**config.mk**
```make
export PLATFORM = sky130hd
export DESIGN_NAME = fft_frame_feeder
export DESIGN_NICKNAME = d
export VERILOG_FILES = /design/src/rtl/fft_feeder_pkg.sv /design/src/rtl/fft_feeder_addr_gen.sv /design/src/rtl/fft_frame_feeder.sv
export SDC_FILE = /design/constraint.sdc
export NUM_CORES = 2
export LEC_CHECK = 0
export BUFFER_PORTS_ARGS = -buffer_cell sky130_fd_sc_hd__buf_2
export CAP_MARGIN = 20
export CORE_MARGIN = 1.5
export CORE_UTILIZATION = 50
export DETAILED_ROUTE_END_ITERATION = 8
export PLACE_DENSITY = 0.65
export SYNTH_ARGS = -nofsm -noshare
export SYNTH_HDL_FRONTEND = slang
export SYNTH_SLANG_ARGS = --single-unit
```
**constraint.sdc**
```tcl
create_clock -name CLK -period 9.7 [get_ports CLK]
set_input_delay 0.485 -clock CLK [delete_from_list [all_inputs] [get_ports CLK]]
set_output_delay 0.485 -clock CLK [all_outputs]
set_load 0.03 [all_outputs]
```
**src/rtl/fft_feeder_pkg.sv**
```systemverilog
`default_nettype none
// ============================================================================
// Module   : fft_feeder_pkg
// Brief    : Shared types and helpers for the FFT frame feeder: FSM state
//            encoding, clog2, index bit-reversal and size limits.
// Revision : 1.0 - initial release
// ============================================================================
package fft_feeder_pkg;

    localparam int N_MAX      = 1024;
    localparam int FRAMES_MAX = 16;

    // Widest in-frame index the bit-reverse helper handles (log2 of N_MAX).
    localparam int c_bitrev_w = 10;

    typedef enum logic [1:0] {
        IDLE   = 2'd0,
        SOF    = 2'd1,
        STREAM = 2'd2,
        FIN    = 2'd3
    } feeder_state_e;

    // Ceiling log2; clog2(1) = 0.
    function automatic int clog2(input int value);
        int r;
        r = 0;
        for (int i = 0; i < 31; i++) begin
            if ((1 << i) < value) begin
                r = i + 1;
            end
        end
        return r;
    endfunction

    // Reverse the low 'bits' bits of value; upper bits of the result are zero.
    function automatic logic [c_bitrev_w-1:0] bitrev(input logic [c_bitrev_w-1:0] value,
                                                     input int bits);
        logic [c_bitrev_w-1:0] rev;
        rev = {<<{value}};
        return rev >> (c_bitrev_w - bits);
    endfunction

endpackage
`default_nettype wire

```
**src/rtl/fft_feeder_addr_gen.sv**
```systemverilog
`default_nettype none
// ============================================================================
// Module   : fft_feeder_addr_gen
// Brief    : Index/frame counters, terminal-count flags and read-address
//            formation for the frame feeder. With FEEDER_BITREV_EN defined the
//            in-frame index is bit-reversed before forming the address.
// Revision : 1.0 - initial release
// ============================================================================
module fft_feeder_addr_gen
    import fft_feeder_pkg::*;
#(
    parameter int N      = 32,
    parameter int FRAMES = 3,
    parameter int AW     = clog2(N * FRAMES)
) (
    input  logic          CLK,
    input  logic          RST,
    input  logic          clr,
    input  logic          adv_idx,
    input  logic          adv_frame,
    output logic          last_idx,
    output logic          last_frame,
    output logic [AW-1:0] rd_addr
);

    localparam int c_log_n = clog2(N);
    // One spare bit so FRAMES=1 still gets a legal one-bit counter.
    localparam int c_fw    = clog2(FRAMES + 1);

    logic [c_log_n-1:0] idx_q, idx_d;
    logic [c_fw-1:0]    frame_q, frame_d;
    logic [c_log_n-1:0] idx_rd;

    assign last_idx   = (idx_q == c_log_n'(N - 1));
    assign last_frame = (frame_q == c_fw'(FRAMES - 1));

    // Next counter values: clear at run start, step index per sample, frame per SOF.
    always_comb begin
        idx_d   = idx_q;
        frame_d = frame_q;
        if (clr) begin
            idx_d   = '0;
            frame_d = '0;
        end else begin
            if (adv_idx) begin
                idx_d = last_idx ? '0 : idx_q + c_log_n'(1);
            end
            if (adv_frame) begin
                frame_d = frame_q + c_fw'(1);
            end
        end
    end

    // Counter registers.
    always_ff @(posedge CLK or negedge RST) begin
        if (!RST) begin
            idx_q   <= '0;
            frame_q <= '0;
        end else begin
            idx_q   <= idx_d;
            frame_q <= frame_d;
        end
    end

`ifdef FEEDER_BITREV_EN
    assign idx_rd = c_log_n'(bitrev(c_bitrev_w'(idx_q), c_log_n));
`else
    assign idx_rd = idx_q;
`endif

    // N is a power of two, so frame*N + index is a plain concatenation.
    assign rd_addr = AW'({frame_q, idx_rd});

endmodule
`default_nettype wire

```
**src/rtl/fft_frame_feeder.sv**
```systemverilog
`default_nettype none
// ============================================================================
// Module   : fft_frame_feeder
// Brief    : Holds FRAMES complex frames of N points and streams them into an
//            FFT core: a one-cycle START before each frame, then N samples on
//            DR/DI qualified by DVAL, with downstream stall via ready.
//            Optional FEEDER_BITREV_EN selects bit-reversed in-frame order.
// Revision : 1.0 - initial release
// ============================================================================
module fft_frame_feeder
    import fft_feeder_pkg::*;
#(
    parameter int  W      = 16,
    parameter int  N      = 32,
    parameter int  FRAMES = 3,
    localparam int AW     = clog2(N * FRAMES)
) (
    input  logic          CLK,
    input  logic          RST,
    input  logic          wr_en,
    input  logic [AW-1:0] wr_addr,
    input  logic [W-1:0]  wr_re,
    input  logic [W-1:0]  wr_im,
    input  logic          go,
    input  logic          ready,
    output logic          START,
    output logic [W-1:0]  DR,
    output logic [W-1:0]  DI,
    output logic          DVAL,
    output logic          busy,
    output logic          done
);

    localparam int            c_words = N * FRAMES;
    localparam logic [AW:0]   c_depth = (AW + 1)'(c_words);

    logic [W-1:0] mem_re_q [0:c_words-1];
    logic [W-1:0] mem_im_q [0:c_words-1];

    feeder_state_e state_q, state_d;
    logic          start_q, start_d;
    logic          dval_q, dval_d;
    logic          busy_q, busy_d;
    logic          done_q, done_d;
    logic [W-1:0]  dr_q, dr_d;
    logic [W-1:0]  di_q, di_d;
    // Set once the frame's last sample has been emitted; the following edge
    // closes the frame so the last sample gets its own display cycle.
    logic          frame_end_q, frame_end_d;

    logic          clr, adv_idx, adv_frame;
    logic          last_idx, last_frame;
    logic [AW-1:0] rd_addr;
    logic          wr_ok;

    fft_feeder_addr_gen #(
        .N      (N),
        .FRAMES (FRAMES),
        .AW     (AW)
    ) u_addr_gen (
        .CLK        (CLK),
        .RST        (RST),
        .clr        (clr),
        .adv_idx    (adv_idx),
        .adv_frame  (adv_frame),
        .last_idx   (last_idx),
        .last_frame (last_frame),
        .rd_addr    (rd_addr)
    );

    // Buffer is frozen during a run and out-of-range addresses are dropped.
    assign wr_ok = wr_en && !busy_q && ({1'b0, wr_addr} < c_depth);

    // Host write port; contents survive reset.
    always_ff @(posedge CLK) begin
        if (wr_ok) begin
            mem_re_q[wr_addr] <= wr_re;
            mem_im_q[wr_addr] <= wr_im;
        end
    end

    // Next state and next output values; ready gates only sample emission.
    always_comb begin
        state_d     = state_q;
        start_d     = 1'b0;
        dval_d      = 1'b0;
        done_d      = 1'b0;
        busy_d      = busy_q;
        dr_d        = dr_q;
        di_d        = di_q;
        frame_end_d = frame_end_q;
        clr         = 1'b0;
        adv_idx     = 1'b0;
        adv_frame   = 1'b0;

        unique case (state_q)
            IDLE: begin
                if (go) begin
                    state_d     = SOF;
                    start_d     = 1'b1;
                    busy_d      = 1'b1;
                    clr         = 1'b1;
                    frame_end_d = 1'b0;
                end
            end
            SOF: begin
                state_d = STREAM;
                if (ready) begin
                    dr_d        = mem_re_q[rd_addr];
                    di_d        = mem_im_q[rd_addr];
                    dval_d      = 1'b1;
                    adv_idx     = 1'b1;
                    frame_end_d = last_idx;
                end
            end
            STREAM: begin
                if (frame_end_q) begin
                    frame_end_d = 1'b0;
                    if (last_frame) begin
                        state_d = FIN;
                        done_d  = 1'b1;
                        busy_d  = 1'b0;
                    end else begin
                        state_d   = SOF;
                        start_d   = 1'b1;
                        adv_frame = 1'b1;
                    end
                end else if (ready) begin
                    dr_d        = mem_re_q[rd_addr];
                    di_d        = mem_im_q[rd_addr];
                    dval_d      = 1'b1;
                    adv_idx     = 1'b1;
                    frame_end_d = last_idx;
                end
            end
            FIN: begin
                state_d = IDLE;
            end
            default: begin
                state_d = IDLE;
            end
        endcase
    end

    // State and output registers.
    always_ff @(posedge CLK or negedge RST) begin
        if (!RST) begin
            state_q     <= IDLE;
            start_q     <= 1'b0;
            dval_q      <= 1'b0;
            busy_q      <= 1'b0;
            done_q      <= 1'b0;
            dr_q        <= '0;
            di_q        <= '0;
            frame_end_q <= 1'b0;
        end else begin
            state_q     <= state_d;
            start_q     <= start_d;
            dval_q      <= dval_d;
            busy_q      <= busy_d;
            done_q      <= done_d;
            dr_q        <= dr_d;
            di_q        <= di_d;
            frame_end_q <= frame_end_d;
        end
    end

    assign START = start_q;
    assign DVAL  = dval_q;
    assign busy  = busy_q;
    assign done  = done_q;
    assign DR    = dr_q;
    assign DI    = di_q;

endmodule
`default_nettype wire
```
# --- Yosys cells after proc, flatten, opt, wreduce, memory -nomap -nowiden ---
# Memory sizes are Yosys's and may differ from the RTL's.
# Index checks and enable logic that the tools add are counted.
totals:
  reg_bits: 46
  ramBits: 3072
  in_bits: 44
  output_inout_bits: 36
  elab_cells: 76
  n_memories: 2
classes:
  add_sub_neg: 2
  n_lt_le_gt_ge: 1
  eq_ne: 10
  n_mux: 38
  reduce_logical: 13
memory_table:
  columns: ["name", "depth", "word_bits", "read_ports", "rd_ports_with_merged_regs", "write_ports", "line_no", "source"]
  rows:
  - ["mem_im_q", 96, 16, 1, 0, 1, "fft_frame_feeder.sv:38", "logic [W-1:0] mem_im_q [0:c_words-1];"]
  - ["mem_re_q", 96, 16, 1, 0, 1, "fft_frame_feeder.sv:37", "logic [W-1:0] mem_re_q [0:c_words-1];"]
op_table:
  columns: ["cell", "n"]
  rows:
  - ["16-bit 2-to-1 mux", 4]
  - ["16-bit case mux with 2 select lines", 2]
  - ["1-bit 2-to-1 mux", 19]
  - ["5-bit 2-to-1 mux", 3]
  - ["2-bit 2-to-1 mux", 5]
  - ["2-bit inequality test, second input constant", 5]
  - ["2-bit case mux with 4 select lines", 1]
  - ["2-bit nonzero test", 4]
  - ["7-bit < comparator, second input constant", 1]
  - ["2-bit equality test, second input constant", 3]
  - ["1-bit case mux with 2 select lines", 3]
  - ["5-bit by 1-bit adder with 5-bit output, second input constant", 1]
  - ["5-bit equality test, second input constant", 1]
  - ["2-bit AND reduction", 2]
  - ["4-bit AND reduction", 1]
  - ["1-bit case mux with 3 select lines", 1]
  - ["3-bit AND reduction", 1]
  - ["3-bit nonzero test", 1]
  - ["2-bit by 1-bit adder with 2-bit output, second input constant", 1]
  - ["2-bit by 1-bit equality test with 1-bit output, second input constant", 1]
  - ["1-bit logical AND", 2]
  - ["2-bit zero test", 1]
  - ["1-bit zero test", 1]

# --- Depth between registers and ports, before layout ---
logic_depth:
  word_depth: 6
  depth_mapped: 11
  depth_no_buf: 8

# --- Modules after synthesis ---
# Synthesis repeated with hierarchy kept, for this count alone.
unflattened:
  cells_unflattened: 5268
  area_unflattened_um2: 119853.7
by_module_without_submodules:
  columns: ["mod", "instances", "cells_per_inst", "area_per_inst_um2", "seq_area_each_um2"]
  rows:
  - ["fft_frame_feeder", 1, 5234, 119498.4, 93224.4]
  - ["fft_feeder_addr_gen", 1, 34, 355.3, 175.2]

# --- Worst setup path after synthesis ---
# Ideal clock, no wire load.
synth_timing:
  kind: "input-to-reg"
  startpoint: "in wr_addr[6]"
  endpoint: "mem mem_im_q[93][0] (enable)"
  setup_time_ps: 461
  arrival_time_ps: 3343
  required_time_ps: 9239
  setup_slack_ps: 5895
  path_stages: 3
  n_path_buf: 0
  cell_sequence: "nor2b_1 -> nand4_1 -> nor3_1"
synth_between:
  elab_chain_len: 4
synth_lines:
  columns: ["item", "line_no", "source"]
  rows:
  - ["start: declaration", "fft_frame_feeder.sv:21", "input logic [AW-1:0] wr_addr,"]
  - ["7-bit < comparator", "fft_frame_feeder.sv:72", "assign wr_ok = wr_en && !busy_q && ({1'b0, wr_addr} < c_depth);"]
  - ["1-bit logical AND", "fft_frame_feeder.sv:72", null]
  - ["1-bit 2-to-1 mux", "fft_frame_feeder.sv:76", "if (wr_ok) begin"]
  - ["1-bit 2-to-1 mux (implied by the code)", "fft_frame_feeder.sv:78", "mem_im_q[wr_addr] <= wr_im;"]
  - ["end: declaration", "fft_frame_feeder.sv:38", null]
# Several ways; a longest one is shown, not always the timed one.

# --- Worst setup path after layout ---
layout_timing:
  startpoint: "reg u_addr_gen.idx_q[2]"
  endpoint: "reg di_q[1], in the netlist DI[1]"
layout_between:
  elab_chain_len: 4
layout_lines:
  columns: ["item", "line_no", "source"]
  rows:
  - ["start: declaration", "fft_feeder_addr_gen.sv:30", "logic [c_log_n-1:0] idx_q, idx_d;"]
  - ["start signal: assignment", "fft_feeder_addr_gen.sv:60", "idx_q <= idx_d;"]
  - ["memory 96 x 16 bit (*)", null, null]
  - ["16-bit 2-to-1 mux (*)", "fft_frame_feeder.sv:108, fft_frame_feeder.sv:128", null]
  - ["16-bit 2-to-1 mux", "fft_frame_feeder.sv:117", "if (frame_end_q) begin"]
  - ["16-bit case mux with 2 select lines (*)", "fft_frame_feeder.sv:96", "unique case (state_q)"]
  - ["end signal: assignment", "fft_frame_feeder.sv:163", "di_q <= di_d;"]
  - ["end: declaration", "fft_frame_feeder.sv:46", "logic [W-1:0] di_q, di_d;"]
# Every way passes the cells marked *; elsewhere a longest branch is shown, timed or not. The select of a mux whose other input is x is not followed.
# A chain may end at the register's enable or synchronous reset.

==> impl_metrics.env <==
export IMPL_clk_latency_ps=940
export IMPL_n_fill_cell=17100
export IMPL_cap_violations=0
export IMPL_clkSinkCount=3118
export IMPL_slew_headroom=0.0864
export IMPL_antenna_found_initial=29
export IMPL_path_max_fanout=80
export IMPL_core_sq_um=238000
export IMPL_syn_num_nets=5349
export IMPL_hold_path_depth=1
export IMPL_num_rows=179
export IMPL_slew_viol_final=0
export IMPL_wl_um=312000
export IMPL_vias=57900
export IMPL_ff2ff_path_depth=7
export IMPL_wl_per_cell_um=34.5
export IMPL_drtIter0Drc=7289
export IMPL_grt_pass1_vias=57100
export IMPL_final_setup_viol_count=0
export IMPL_cp_end_kind="flip-flop"
export IMPL_drive_above_1_share=0.268
export IMPL_power_switching_w=0.00828
export IMPL_finalCritPeriodShare=0.532
export IMPL_place_area_sq_um=125000
export IMPL_switching_share=0.256
export IMPL_tritoncts="built"
export IMPL_tightest_slew_ps=1370
export IMPL_fin_crit_ps=5160
export IMPL_syn2layout_area_growth_pct=13.0
export IMPL_dpl_hpwl_um=171000
export IMPL_arrival_ps=5890
export IMPL_grt_max_degree=128
export IMPL_share_seq_of_total_power=0.466
export IMPL_p_int_w=0.0241
export IMPL_gr_total_overflow=0
export IMPL_finalClockSkew_ps=64.8
export IMPL_final_common_cell="edfxtp_1"
export IMPL_regToRegSetupSlack_ps=4540
export IMPL_status="finished, violations left"
export IMPL_rr_startpoint="u_addr_gen.idx_q[2]"
export IMPL_cts_buffers=324
export IMPL_grt_busiest_layer="met2"
export IMPL_syn_inst=5297
export IMPL_yosysSeqAreaShare=0.783
export IMPL_violations="antenna rules"
export IMPL_dieArea_sq_um=242000
export IMPL_drc=0
export IMPL_cp_required_ps=10420
export IMPL_synth_warning_count=0
export IMPL_multi_input_area_sq_um=25100
export IMPL_fin_nets=5682
export IMPL_rsz0062_at_grt="no"
export IMPL_cts_resized=0
export IMPL_grt_first_pass_wirelength_um=438000
export IMPL_clock_path_buffers=4
export IMPL_final_cell_mix="edfxtp_1 (3,072), mux4_2 (701), mux2i_1 (354)"
export IMPL_viasPerCell=6.39
export IMPL_clk_pin_slew_ps=60
export IMPL_netlist_area_sq_um=119000
export IMPL_firstDrtPassIters=6
export IMPL_syn_avg_cell_area_sq_um=22.5
export IMPL_p_leak_nw=40.6
export IMPL_ir_drop_uv=213
export IMPL_combPwrFrac=0.174
export IMPL_path_class="flip-flop to flip-flop"
export IMPL_synth_cell_types=46
export IMPL_die_x_um=492
export IMPL_whs_endpoint="mem_re_q[56][4]"
export IMPL_met2_usage=0.405
export IMPL_ctsRootBufferMaster="clkbuf_16"
export IMPL_cp_start_kind="flip-flop"
export IMPL_clkPwrFrac=0.360
export IMPL_fin_setup_tns_ps=0
export IMPL_p_per_area_nw_per_um2=240
export IMPL_h_tree_depth=5
export IMPL_ios=80
export IMPL_regArea_sq_um=93400
export IMPL_use_met1=0.370
export IMPL_start_util=0.502
export IMPL_use_met3=0.0519
export IMPL_place_congestion=0.820
export IMPL_ant_nets=1
export IMPL_fmax_ghz=0.194
export IMPL_r2r_end="DI[1]"
export IMPL_die_height_um=492
export IMPL_groute_usage_overall=0.258
export IMPL_final_hold_violation_count=0
export IMPL_port_buffers=79
export IMPL_total_power_w=0.0324
export IMPL_design_area_sq_um=135000
export IMPL_holdCritStartpoint="wr_re[4]"
export IMPL_hp_class="primary input to flip-flop"
export IMPL_ys_ff_latch=3118
sequential cells by signal, summed over array words and instances (netlist names):
signal and flops:
DI 16, DR 16, mem_re_q 1536, u_addr_gen.frame_q 2
frame_end_q 1, u_addr_gen.idx_q 5, mem_im_q 1536, busy 1
done 1, DVAL 1, state_q 2, START 1
synthesized netlist by cell type, drive strengths merged:
library cell / instances / area share
mux2: 54 / 0.0051
nor2: 178 / 0.0056
o22ai: 64 / 0.0034
and3: 2 / 0.00010
a21boi: 1 / 0.000063
a32o: 6 / 0.00050
and2: 3 / 0.00016
a211oi: 1 / 0.000063
o32a: 1 / 0.000084
o211ai: 1 / 0.000063
edfxtp: 3072 / 0.77
a221oi: 81 / 0.0059
o41ai: 18 / 0.0013
dfrtp: 46 / 0.0096
a22oi: 30 / 0.0019
o21a: 2 / 0.00013
o21bai: 1 / 0.000063
or3: 2 / 0.00010
nand2: 77 / 0.0024
xnor2: 1 / 0.000073
a31oi: 16 / 0.00084
nand2b: 13 / 0.00068
a41oi: 5 / 0.00037
mux2i: 354 / 0.030
clkbuf: 124 / 0.0039
ha: 8 / 0.00084
nand4: 6 / 0.00031
or3b: 1 / 0.000073
a21oi: 68 / 0.0029
o21ai: 84 / 0.0035
buf: 170 / 0.0091
nand4bb: 1 / 0.000094
nand3: 36 / 0.0015
nand3b: 3 / 0.00019
nor3: 2 / 0.000084
o31ai: 9 / 0.00057
mux4: 701 / 0.13
inv: 9 / 0.00028
o221ai: 27 / 0.0020
or4: 5 / 0.00031
or2: 2 / 0.00010
nor2b: 12 / 0.00063
critical path, cell delays in order, from the launching register on:
cell	delay [ps]
dfrtp_4	720
buf_4	700
buf_12	560
buf_4	620
mux4_2	400
mux2_2	280
a221oi_1	1120
o221ai_1	290
kinds of logic (layout without fill, tap and decap cells):
kind of cell / after synthesis / after routing / synth area share
AOI/OAI and AO/OA: 415 / 415 / 0.0236
xor gates and xnor gates: 1 / 1 / 0.0000734
adders and majority gates: 8 / 8 / 0.000839
buffers and inverters: 303 / 869 / 0.0132
DFF: 3118 / 3118 / 0.783
muxes: 1109 / 1109 / 0.167
other: 0 / 17 / 0
and+or+nand+nor: 343 / 343 / 0.0124
repair_timing:
action                     in CTS  in global routing
hold endpoints to repair      312                  3
hold buffers                   20                  2
setup endpoints to repair       0                  0
setup buffers                   0                  0
routing by layer:
layer  part of all wire  vias up
met1               0.39    31100
met5            0.00026        -
li1                   -    23200
met2               0.48     3035
met4              0.032       12
met3              0.096      510
worst max path at each step:
stage,cells past startpoint,to,startpoint,slack [ps]
2_1_floorplan,3,mem_im_q[93][0],wr_addr[6],5900
3_3_place_gp,7,DI[5],u_addr_gen.idx_q[2],4470
3_5_place_dp,7,DR[11],u_addr_gen.idx_q[2],4630
4_1_cts,7,DR[11],u_addr_gen.idx_q[2],4640
5_1_grt,7,DI[1],u_addr_gen.idx_q[2],4460
6_report,7,DI[1],u_addr_gen.idx_q[2],4540
per-stage QoR:
stage	instances	util	setup WS, ps	hold slack (ps)
CTS	9022	0.566	4640	2.31
global placement	8437	0.524	4470	474
finish	9047	0.567	4540	20.0
detailed placement	8443	0.524	4630	487
global route	9034	0.567	4460	2.99
floorplan	5297	-	5900	189
power by group through the flow:
stage | sequential, W | clock (W) | combinational [W]
after floorplan | 0.0153 | 0 | 0.00391
after global placement | 0.0154 | 0 | 0.00560
after detailed placement | 0.0154 | 0 | 0.00564
after CTS | 0.0151 | 0.0118 | 0.00567
after global routing | 0.0151 | 0.0123 | 0.00595
final | 0.0151 | 0.0117 | 0.00563
area by class of cell:
class / count / share of cell area
flip-flops and latches: 3118 / 0.693
multi-input cells: 1876 / 0.186
clock buffers: 423 / 0.0647
well taps: 3167 / 0.0294
repair buffers: 301 / 0.0181
clock inverters: 136 / 0.00801
diodes: 17 / 0.000316
inverters: 9 / 0.000251
Note: power is estimated with default switching activity, not from simulation.
